File: src/rtl/uart_pkg.sv
// Shared types and constants for the uart_tx arbiter.
package uart_pkg;

   localparam int unsigned UART_BYTE_W = 8;
   localparam int unsigned UART_BUS_W  = 32;

   localparam logic [UART_BUS_W-1:0] UART_DATA_ADDR   = 32'h0;
   localparam logic [UART_BUS_W-1:0] UART_STATUS_ADDR = 32'h8;
   localparam int unsigned           UART_BUSY_BIT    = 0;

   typedef enum logic [1:0] {
      ARB_IDLE,
      ARB_POLL,
      ARB_WRITE,
      ARB_WAIT
   } uart_arb_state_t;

   typedef struct packed {
      logic                  req;
      logic                  we;
      logic [UART_BUS_W-1:0] addr;
      logic [UART_BUS_W-1:0] wdata;
   } uart_bus_t;

   // Prefer the requester that was not served last; fall back to the other one.
   function automatic logic pick_grant(input logic last, input logic has0, input logic has1);
      if (last) begin
         return has0 ? 1'b0 : 1'b1;
      end
      return has1 ? 1'b1 : 1'b0;
   endfunction

endpackage

File: src/rtl/uart_byte_fifo.sv
// Byte FIFO with an extra pointer bit to tell full from empty.
module uart_byte_fifo
   import uart_pkg::*;
#(
   parameter int unsigned DEPTH = 8
) (
   input  logic                   clk_i,
   input  logic                   rst_i,
   input  logic                   push,
   input  logic                   pop,
   input  logic [UART_BYTE_W-1:0] din,
   output logic [UART_BYTE_W-1:0] dout,
   output logic                   full,
   output logic                   empty
);

   localparam int unsigned AW = (DEPTH > 1) ? $clog2(DEPTH) : 1;

   logic [AW:0]            wr_ptr;
   logic [AW:0]            rd_ptr;
   logic [UART_BYTE_W-1:0] mem [DEPTH];
   logic                   do_push;
   logic                   do_pop;

   // Full/empty come from registered pointers only, so a pop never frees a slot for the same-cycle push.
   assign full    = (wr_ptr[AW] != rd_ptr[AW]) && (wr_ptr[AW-1:0] == rd_ptr[AW-1:0]);
   assign empty   = (wr_ptr == rd_ptr);
   assign do_push = push && !full;
   assign do_pop  = pop && !empty;
   assign dout    = mem[rd_ptr[AW-1:0]];

   always_ff @(posedge clk_i or posedge rst_i) begin
      if (rst_i) begin
         wr_ptr <= '0;
         rd_ptr <= '0;
      end else begin
         if (do_push) wr_ptr <= wr_ptr + (AW+1)'(1);
         if (do_pop)  rd_ptr <= rd_ptr + (AW+1)'(1);
      end
   end

   // Storage carries no reset; only slots between the pointers are ever read.
   always_ff @(posedge clk_i) begin
      if (do_push) mem[wr_ptr[AW-1:0]] <= din;
   end

endmodule

File: src/rtl/uart_tx_arbiter.sv
// Round-robin sharing of one uart_tx core-protocol port between two byte requesters.
// Optional UART_ARB_BURST_EN lets a grant send up to BURST consecutive bytes.
module uart_tx_arbiter
   import uart_pkg::*;
#(
   parameter int unsigned DEPTH = 8,
   parameter int unsigned BURST = 4
) (
   input  logic                   clk_i,
   input  logic                   rst_i,
   input  logic                   rq0_valid_i,
   input  logic [UART_BYTE_W-1:0] rq0_data_i,
   output logic                   rq0_ready_o,
   input  logic                   rq1_valid_i,
   input  logic [UART_BYTE_W-1:0] rq1_data_i,
   output logic                   rq1_ready_o,
   output logic                   tx_req_o,
   output logic                   tx_we_o,
   output logic [UART_BUS_W-1:0]  tx_addr_o,
   output logic [UART_BUS_W-1:0]  tx_wdata_o,
   input  logic [UART_BUS_W-1:0]  tx_rdata_i,
   output logic                   idle_o
);

   uart_arb_state_t        state_q, state_d;
   logic                   grant_q, grant_d;
   logic                   last_q, last_d;
   logic [1:0]             full;
   logic [1:0]             empty;
   logic [1:0]             pop;
   logic [UART_BYTE_W-1:0] head0, head1;
   uart_bus_t              bus_q, bus_d;

`ifdef UART_ARB_BURST_EN
   localparam int unsigned BW = $clog2(BURST + 1);
   logic [BW-1:0] cnt_q, cnt_d;
   logic          unused_rdata;
   assign unused_rdata = ^tx_rdata_i[UART_BUS_W-1:1];
`else
   logic unused_rdata;
   assign unused_rdata = ^{tx_rdata_i[UART_BUS_W-1:1], 32'(BURST)};
`endif

   uart_byte_fifo #(.DEPTH(DEPTH)) u_fifo0 (
      .clk_i (clk_i),
      .rst_i (rst_i),
      .push  (rq0_valid_i),
      .pop   (pop[0]),
      .din   (rq0_data_i),
      .dout  (head0),
      .full  (full[0]),
      .empty (empty[0])
   );

   uart_byte_fifo #(.DEPTH(DEPTH)) u_fifo1 (
      .clk_i (clk_i),
      .rst_i (rst_i),
      .push  (rq1_valid_i),
      .pop   (pop[1]),
      .din   (rq1_data_i),
      .dout  (head1),
      .full  (full[1]),
      .empty (empty[1])
   );

   assign rq0_ready_o = !full[0];
   assign rq1_ready_o = !full[1];
   assign idle_o      = (state_q == ARB_IDLE) && (&empty);

   assign tx_req_o   = bus_q.req;
   assign tx_we_o    = bus_q.we;
   assign tx_addr_o  = bus_q.addr;
   assign tx_wdata_o = bus_q.wdata;

   // State, grant and bus registers; the bus is registered from the next-state decode.
   always_ff @(posedge clk_i or posedge rst_i) begin
      if (rst_i) begin
         state_q <= ARB_IDLE;
         grant_q <= 1'b0;
         last_q  <= 1'b1;
         bus_q   <= '0;
`ifdef UART_ARB_BURST_EN
         cnt_q   <= '0;
`endif
      end else begin
         state_q <= state_d;
         grant_q <= grant_d;
         last_q  <= last_d;
         bus_q   <= bus_d;
`ifdef UART_ARB_BURST_EN
         cnt_q   <= cnt_d;
`endif
      end
   end

   // Scheduler next-state, pop and bus decode.
   always_comb begin
      state_d = state_q;
      grant_d = grant_q;
      last_d  = last_q;
      pop     = '0;
      bus_d   = '0;
`ifdef UART_ARB_BURST_EN
      cnt_d   = cnt_q;
`endif

      case (state_q)
         ARB_IDLE: begin
            if (!(&empty)) begin
               grant_d = pick_grant(last_q, !empty[0], !empty[1]);
               state_d = ARB_POLL;
`ifdef UART_ARB_BURST_EN
               cnt_d   = '0;
`endif
            end
         end
         ARB_POLL: begin
            if (!tx_rdata_i[UART_BUSY_BIT]) state_d = ARB_WRITE;
         end
         ARB_WRITE: begin
            pop[0]  = !grant_q;
            pop[1]  = grant_q;
            last_d  = grant_q;
            state_d = ARB_WAIT;
`ifdef UART_ARB_BURST_EN
            cnt_d   = cnt_q + BW'(1);
`endif
         end
         ARB_WAIT: begin
            state_d = ARB_IDLE;
`ifdef UART_ARB_BURST_EN
            if (!empty[grant_q] && (cnt_q < BW'(BURST))) state_d = ARB_POLL;
`endif
         end
         default: state_d = ARB_IDLE;
      endcase

      case (state_d)
         ARB_POLL: begin
            bus_d.req  = 1'b1;
            bus_d.addr = UART_STATUS_ADDR;
         end
         ARB_WRITE: begin
            bus_d.req   = 1'b1;
            bus_d.we    = 1'b1;
            bus_d.addr  = UART_DATA_ADDR;
            bus_d.wdata = UART_BUS_W'(grant_d ? head1 : head0);
         end
         default: bus_d = '0;
      endcase
   end

endmodule

File: config.mk
export PLATFORM = sky130hd
export DESIGN_NAME = uart_tx_arbiter
export DESIGN_NICKNAME = d
export VERILOG_FILES = /design/src/rtl/uart_pkg.sv /design/src/rtl/uart_byte_fifo.sv /design/src/rtl/uart_tx_arbiter.sv
export SDC_FILE = /design/constraint.sdc
export NUM_CORES = 1
export LEC_CHECK = 0
export CAP_MARGIN = 20
export CELL_PAD_IN_SITES_DETAIL_PLACEMENT = 2
export CELL_PAD_IN_SITES_GLOBAL_PLACEMENT = 2
export CORE_ASPECT_RATIO = 0.5
export CORE_MARGIN = 1.5
export CORE_UTILIZATION = 38
export DETAILED_ROUTE_END_ITERATION = 10
export PLACE_DENSITY_LB_ADDON = 0.1
export SLEW_MARGIN = 20
export SYNTH_ARGS = -nofsm -noshare
export SYNTH_HDL_FRONTEND = slang
export SYNTH_SLANG_ARGS = --single-unit
File: constraint.sdc
create_clock -name clk_i -period 2.9 [get_ports clk_i]
set_input_delay 0.435 -clock clk_i [delete_from_list [all_inputs] [get_ports clk_i]]
set_output_delay 0.435 -clock clk_i [all_outputs]
set_load 0.03 [all_outputs]
After elaboration in Yosys (flattened, before gate mapping)
Memory sizes are Yosys's and may differ from the RTL's.
Index checks and enable logic that the tools add are counted.
{"block": "totals", "ramBits": 128, "reg_bits": 86, "n_memories": 2, "word_cells": 65}
{"block": "classes", "eq_ne": 11, "n_reduce_logical": 15, "add_sub_neg": 4, "mux": 22}
{"memory": "u_fifo0.mem", "depth": 8, "word_bits": 8, "read_ports": 1, "rd_clocked_by_memory_dff": 0, "write_ports": 1, "line": "uart_byte_fifo.sv:21", "text": "logic [UART_BYTE_W-1:0] mem [DEPTH];"}
{"memory": "u_fifo1.mem", "depth": 8, "word_bits": 8, "read_ports": 1, "rd_clocked_by_memory_dff": 0, "write_ports": 1, "line": "uart_byte_fifo.sv:21"}
{"op": "adder 4 x 1 -> 4 bit (second input constant)", "n": 4}
{"op": "two-way mux 8 bit", "n": 2}
{"op": "two-way mux 1 bit", "n": 15}
{"op": "equality test 4 bit", "n": 2}
{"op": "one-hot mux 2 bit (4 select lines)", "n": 1}
{"op": "logical AND 1 bit", "n": 7}
{"op": "equality test 2 bit (second input constant)", "n": 3}
{"op": "equality test 3 bit", "n": 2}
{"op": "two-way mux 2 bit", "n": 3}
{"op": "logical NOT 1 bit", "n": 5}
{"op": "equality test 2 x 1 -> 1 bit (second input constant)", "n": 2}
{"op": "two-way mux 4 bit", "n": 1}
{"op": "logical NOT 2 bit", "n": 1}
{"op": "!= test 1 bit", "n": 2}
{"op": "AND reduction 2 bit", "n": 1}
{"op": "OR reduction 2 bit", "n": 1}

Longest topological paths before layout
{"block": "logic_depth", "depth_word": 9, "ltp_mapped": 8, "ltp_nobuf": 7}

Modules after synthesis
Synthesis repeated with hierarchy kept, for this count alone.
{"block": "hier_totals", "hier_cells": 425, "area_unflattened_um2": 7259.5}
{"mod": "uart_byte_fifo (u_fifo1)", "instances": 1, "cells_each": 152, "area_each_um2": 3101.7}
{"mod": "uart_byte_fifo (u_fifo0)", "instances": 1, "cells_each": 152, "area_each_um2": 3056.7}
{"mod": "uart_tx_arbiter", "instances": 1, "cells_each": 121, "area_each_um2": 1101.1}

Least setup slack after synthesis
No wires, ideal clock.
{"block": "synth_timing", "path_kind": "register to register", "from": "register u_fifo0.rd_ptr[1]", "to": "memory u_fifo0.mem[0][0] (enable)", "stages_incl_launch_ff": 7, "synth_period_minus_slack_ns": 2.585, "path_slack_ns": 0.315, "arrival_time_ns": 2.201, "n_path_buf": 1, "cell_sequence": "dfrtp_1 buf_2 xor2_2 or4_1 nand2_1 or2_2 nor3_1"}
{"block": "synth_via", "elab_chain_cells": 6}
{"element": "start: declaration", "line": "uart_byte_fifo.sv:20", "text": "logic [AW:0] rd_ptr;"}
{"element": "start signal: assignment", "line": "uart_byte_fifo.sv:38", "text": "if (do_pop) rd_ptr <= rd_ptr + (AW+1)'(1);"}
{"element": "equality test 3 bit", "line": "uart_byte_fifo.sv:26", "text": "assign full = (wr_ptr[AW] != rd_ptr[AW]) && (wr_ptr[AW-1:0] == rd_ptr[AW-1:0]);"}
{"element": "logical AND 1 bit", "line": "uart_byte_fifo.sv:26"}
{"element": "logical NOT 1 bit"}
{"element": "via rq0_ready_o", "line": "uart_tx_arbiter.sv:13", "text": "output logic rq0_ready_o,"}
{"element": "logical AND 1 bit", "line": "uart_byte_fifo.sv:28", "text": "assign do_push = push && !full;"}
{"element": "two-way mux 1 bit", "line": "uart_byte_fifo.sv:44", "text": "if (do_push) mem[wr_ptr[AW-1:0]] <= din;"}
{"element": "two-way mux 1 bit (implied by the code)", "line": "uart_byte_fifo.sv:44"}
{"element": "end: declaration", "line": "uart_byte_fifo.sv:21"}
The timed path passes the listed nets, and every way through them passes these cells.

Worst setup path in the final report
{"block": "layout_timing", "from": "register u_fifo1.wr_ptr[0]", "to": "memory u_fifo1.mem[1][3] (enable)"}
{"block": "layout_via", "elab_chain_cells": 6}
{"element": "start: declaration", "line": "uart_byte_fifo.sv:19", "text": "logic [AW:0] wr_ptr;"}
{"element": "start signal: assignment", "line": "uart_byte_fifo.sv:37", "text": "if (do_push) wr_ptr <= wr_ptr + (AW+1)'(1);"}
{"element": "equality test 3 bit", "line": "uart_byte_fifo.sv:26"}
{"element": "logical AND 1 bit", "line": "uart_byte_fifo.sv:26"}
{"element": "logical NOT 1 bit", "line": "uart_byte_fifo.sv:28"}
{"element": "logical AND 1 bit", "line": "uart_byte_fifo.sv:28"}
{"element": "two-way mux 1 bit", "line": "uart_byte_fifo.sv:44"}
{"element": "two-way mux 1 bit (implied by the code)", "line": "uart_byte_fifo.sv:44"}
{"element": "end: declaration", "line": "uart_byte_fifo.sv:21"}
Several ways; a longest one is shown, not always the timed one.

==> impl_metrics.py <==
metrics = {
    "outcome": {
        "outcome": "completed",
    },
    "clocking": {
        "cts_made_buffers": 17,
        "clk_pin_slew_worst_paths_ns": 0.06,
        "cts_sinks": 159,
        "htreeDepth": 4,
        "ctsRootBufferMaster": "clkbuf_16",
        "clockBufferDepth": 2,
        "clk_latency_ns": 0.42,
        "cts_tree": "built",
        "cts_setup_buffers": 0,
    },
    "synth": {
        "synth_area_um2": 6830,
        "async_flop_share_pct": 19.5,
        "syn_area_per_cell_um2": 17.3,
        "ys_top_cells_by_area": "edfxtp_1 56%, dfrtp_1 11%, mux4_2 11%",
        "ys_types": 39,
        "synth_edf_count": 128,
        "yosysSeqAreaShare_pct": 67.7,
        "synth_most_common_cell": "edfxtp_1",
        "synth_commonest_cells": "128 x edfxtp_1, 58 x buf_4, 32 x mux4_2",
        "yosysTopAreaCell": "edfxtp_1",
        "ys_warn_count": 0,
        "synth_top_area_share_pct": 56.3,
        "synth_cells": 395,
        "synth-seq-cells": 159,
        "synth_ff_type": "edfxtp_1",
    },
    "grt": {
        "gr-total-overflow": 0,
        "grt_pass1_vias": 3738,
        "grt_pass1_wl_mm": 22.7,
        "gr-usage-all-layers_pct": 17.0,
        "antenna_found_initial": 0,
        "grt_max_degree": 23,
    },
    "sta": {
        "relSlewSlack_pct": 27.2,
        "final-setup-viol-count": 0,
        "rsz0062_at_grt": "false",
        "fin_crit_sh_pct": 91.5,
        "max_slew.worst_pin.slew_ns": 1.09,
        "skew_ns": 0.00781,
        "final_hold_viol_count": 0,
        "final.min_clock_period_ns": 2.65,
        "tns_ns": 0,
        "max_freq_mhz": 377,
        "final-max-slew-violation-count": 0,
    },
    "power_and_ir_drop": {
        "clkPwrFrac_pct": 27.8,
        "vdd_drop_max_uv": 416,
        "internal_power_uw": 5420,
        "seqPwrFrac_pct": 39.2,
        "p_per_area_nw_per_um2": 1040,
        "switchingPower_uw": 2750,
        "switching_share_pct": 33.7,
        "p_leak_uw": 0.00283,
        "pwr-share-comb_pct": 33.0,
    },
    "cells_and_area": {
        "fin_nets": 505,
        "design_area_um2": 7890,
        "drive_above_1_share_pct": 19.1,
        "n_antenna_cell": 0,
        "syn_to_final_growth_pct": 15.6,
        "finalNonFillerCells": 694,
    },
    "floorplan": {
        "io_pins": 121,
        "core_area_um2": 17500,
        "fp.dieW_um": 193,
        "dieArea_um2": 18800,
        "rows": 34,
        "start_util_pct": 39.1,
        "dieHeight_um": 97.8,
    },
    "route": {
        "vias_per_cell": 4.86,
        "vias": 3370,
        "drt-wirelength-per-cell_um": 21.3,
        "drcViolationCount": 0,
        "drt-initial-drc-count": 197,
        "ant_nets": 0,
        "wl_mm": 14.8,
        "drtPass1Iterations": 4,
    },
    "flow_run": {
        "drv_cap": 0,
    },
    "setup_path": {
        "cp-end-kind": "register",
        "critical_path_peak_fanout": 8,
        "crit_type": "register to register",
        "cp.arrival_ns": 2.69,
        "cp-start-kind": "register",
        "cp.required_ns": 2.94,
    },
    "worst_hold_path": {
        "min_path_type": "primary input to async pin",
    },
    "placed_design": {
        "portBuffers": 34,
        "post-place-cells": 662,
        "dp_hpwl_mm": 9.99,
        "gp_congestion": 0.728,
        "placed_cell_area_um2": 7270,
    },
}
## cells by family after synthesis
| kind of cell | share of synthesized area (%) |
|---|---|
| buf+inv | 7.66 |
| mux | 13.6 |
| flops | 67.7 |
| other cells | 0.0549 |
| xor+xnor | 3.04 |
| simple gates | 3.52 |
| compound gates | 3.41 |
| fa+ha+maj | 1.10 |
## metrics by stage
stage / setup slack (ns) / total power, uW / util (%) / hold WS [ns]
5_1_grt: 0.0426 / 8620 / 45.1 / 0.318
6_report: 0.247 / 8180 / 45.1 / 0.295
3_5_place_dp: 0.194 / 6010 / 41.6 / 0.452
4_1_cts: 0.0706 / 8310 / 45.1 / 0.295
3_3_place_gp: 0.218 / 5850 / 41.6 / 0.454
2_1_floorplan: 0.315 / 5180 / - / 0.439
## sequential cells by signal, indices dropped and copies added, names as in the netlist
signal          flops
u_fifo0.mem        64
u_fifo1.mem        64
tx_wdata_o          8
u_fifo0.rd_ptr      4
u_fifo0.wr_ptr      4
u_fifo1.rd_ptr      4
u_fifo1.wr_ptr      4
state_q             2
grant_q             1
last_q              1
tx_addr_o           1
tx_req_o            1
tx_we_o             1
## placed cells by master (no fill, tap or decap), types with 11 or more instances in the layout
cell             instances
mux4_2                  32
mux2i_1                 16
dfrtp_1                 30
xor2_1                  11
clkbuf_16               21
clkdlybuf4s50_1         31
nor2_1                  14
edfxtp_1               128
buf_4                   15
conb_1                  55
## final cells by class
type / count / area (um2)
Clock buffer: 28 / 582
Sequential cell: 159 / 4620
Multi-Input combinational cell: 213 / 1890
Clock inverter: 4 / 33.8
Timing Repair Buffer: 48 / 444
Fill cell: 1654 / 9590
Inverter: 8 / 30.0
Tap cell: 234 / 293
## final timing paths
| path | to | cells after the start | from | slack (ns) |
|---|---|---|---|---|
| worst max-delay path | u_fifo1.mem[1][3]$_DFFE_PP_ | 5 | u_fifo1.wr_ptr[0]$_DFFE_PP0P_ | 0.25 |
| worst min-delay path | u_fifo1.wr_ptr[3]$_DFFE_PP0P_ | 2 | rst_i | 0.29 |
| worst max register to register | u_fifo1.mem[1][3]$_DFFE_PP_ | 5 | u_fifo1.wr_ptr[0]$_DFFE_PP0P_ | 0.25 |
| worst min register to register | last_q$_DFFE_PP1N_ | 2 | last_q$_DFFE_PP1N_ | 0.46 |
| max in group asynchronous | u_fifo0.rd_ptr[3]$_DFFE_PP0P_ | 3 | rst_i | 1.95 |
| min in group clk_i | last_q$_DFFE_PP1N_ | 2 | last_q$_DFFE_PP1N_ | 0.46 |
## timing repair
item | CTS | global route
hold buffers | 0 | 0
setup endpoints to repair | 1 | 1
gates resized for setup | 1 | 1
## power by group through the flow
stage / clock network (uW) / registers (uW) / logic, uW
final: 2270 / 3210 / 2700
after global routing: 2400 / 3260 / 2960
after CTS: 2320 / 3220 / 2770
after detailed placement: 0 / 3260 / 2750
after global placement: 0 / 3220 / 2640
after floorplan: 0 / 3250 / 1930
## worst max-delay path, cell delays in order (launching register included)
cell and delay, ns:
dfrtp_1 0.51, xor2_1 0.29, or4_1 0.24, nand2_1 0.12, or2_2 0.33, nor2_1 0.77
## routing by layer
metal	wire length, um	GRT usage, %
met5	0	0
met4	169	5.25
met3	525	3.77
met2	7740	29.9
met1	6360	21.0
Note: power is estimated with default switching activity, not from simulation.
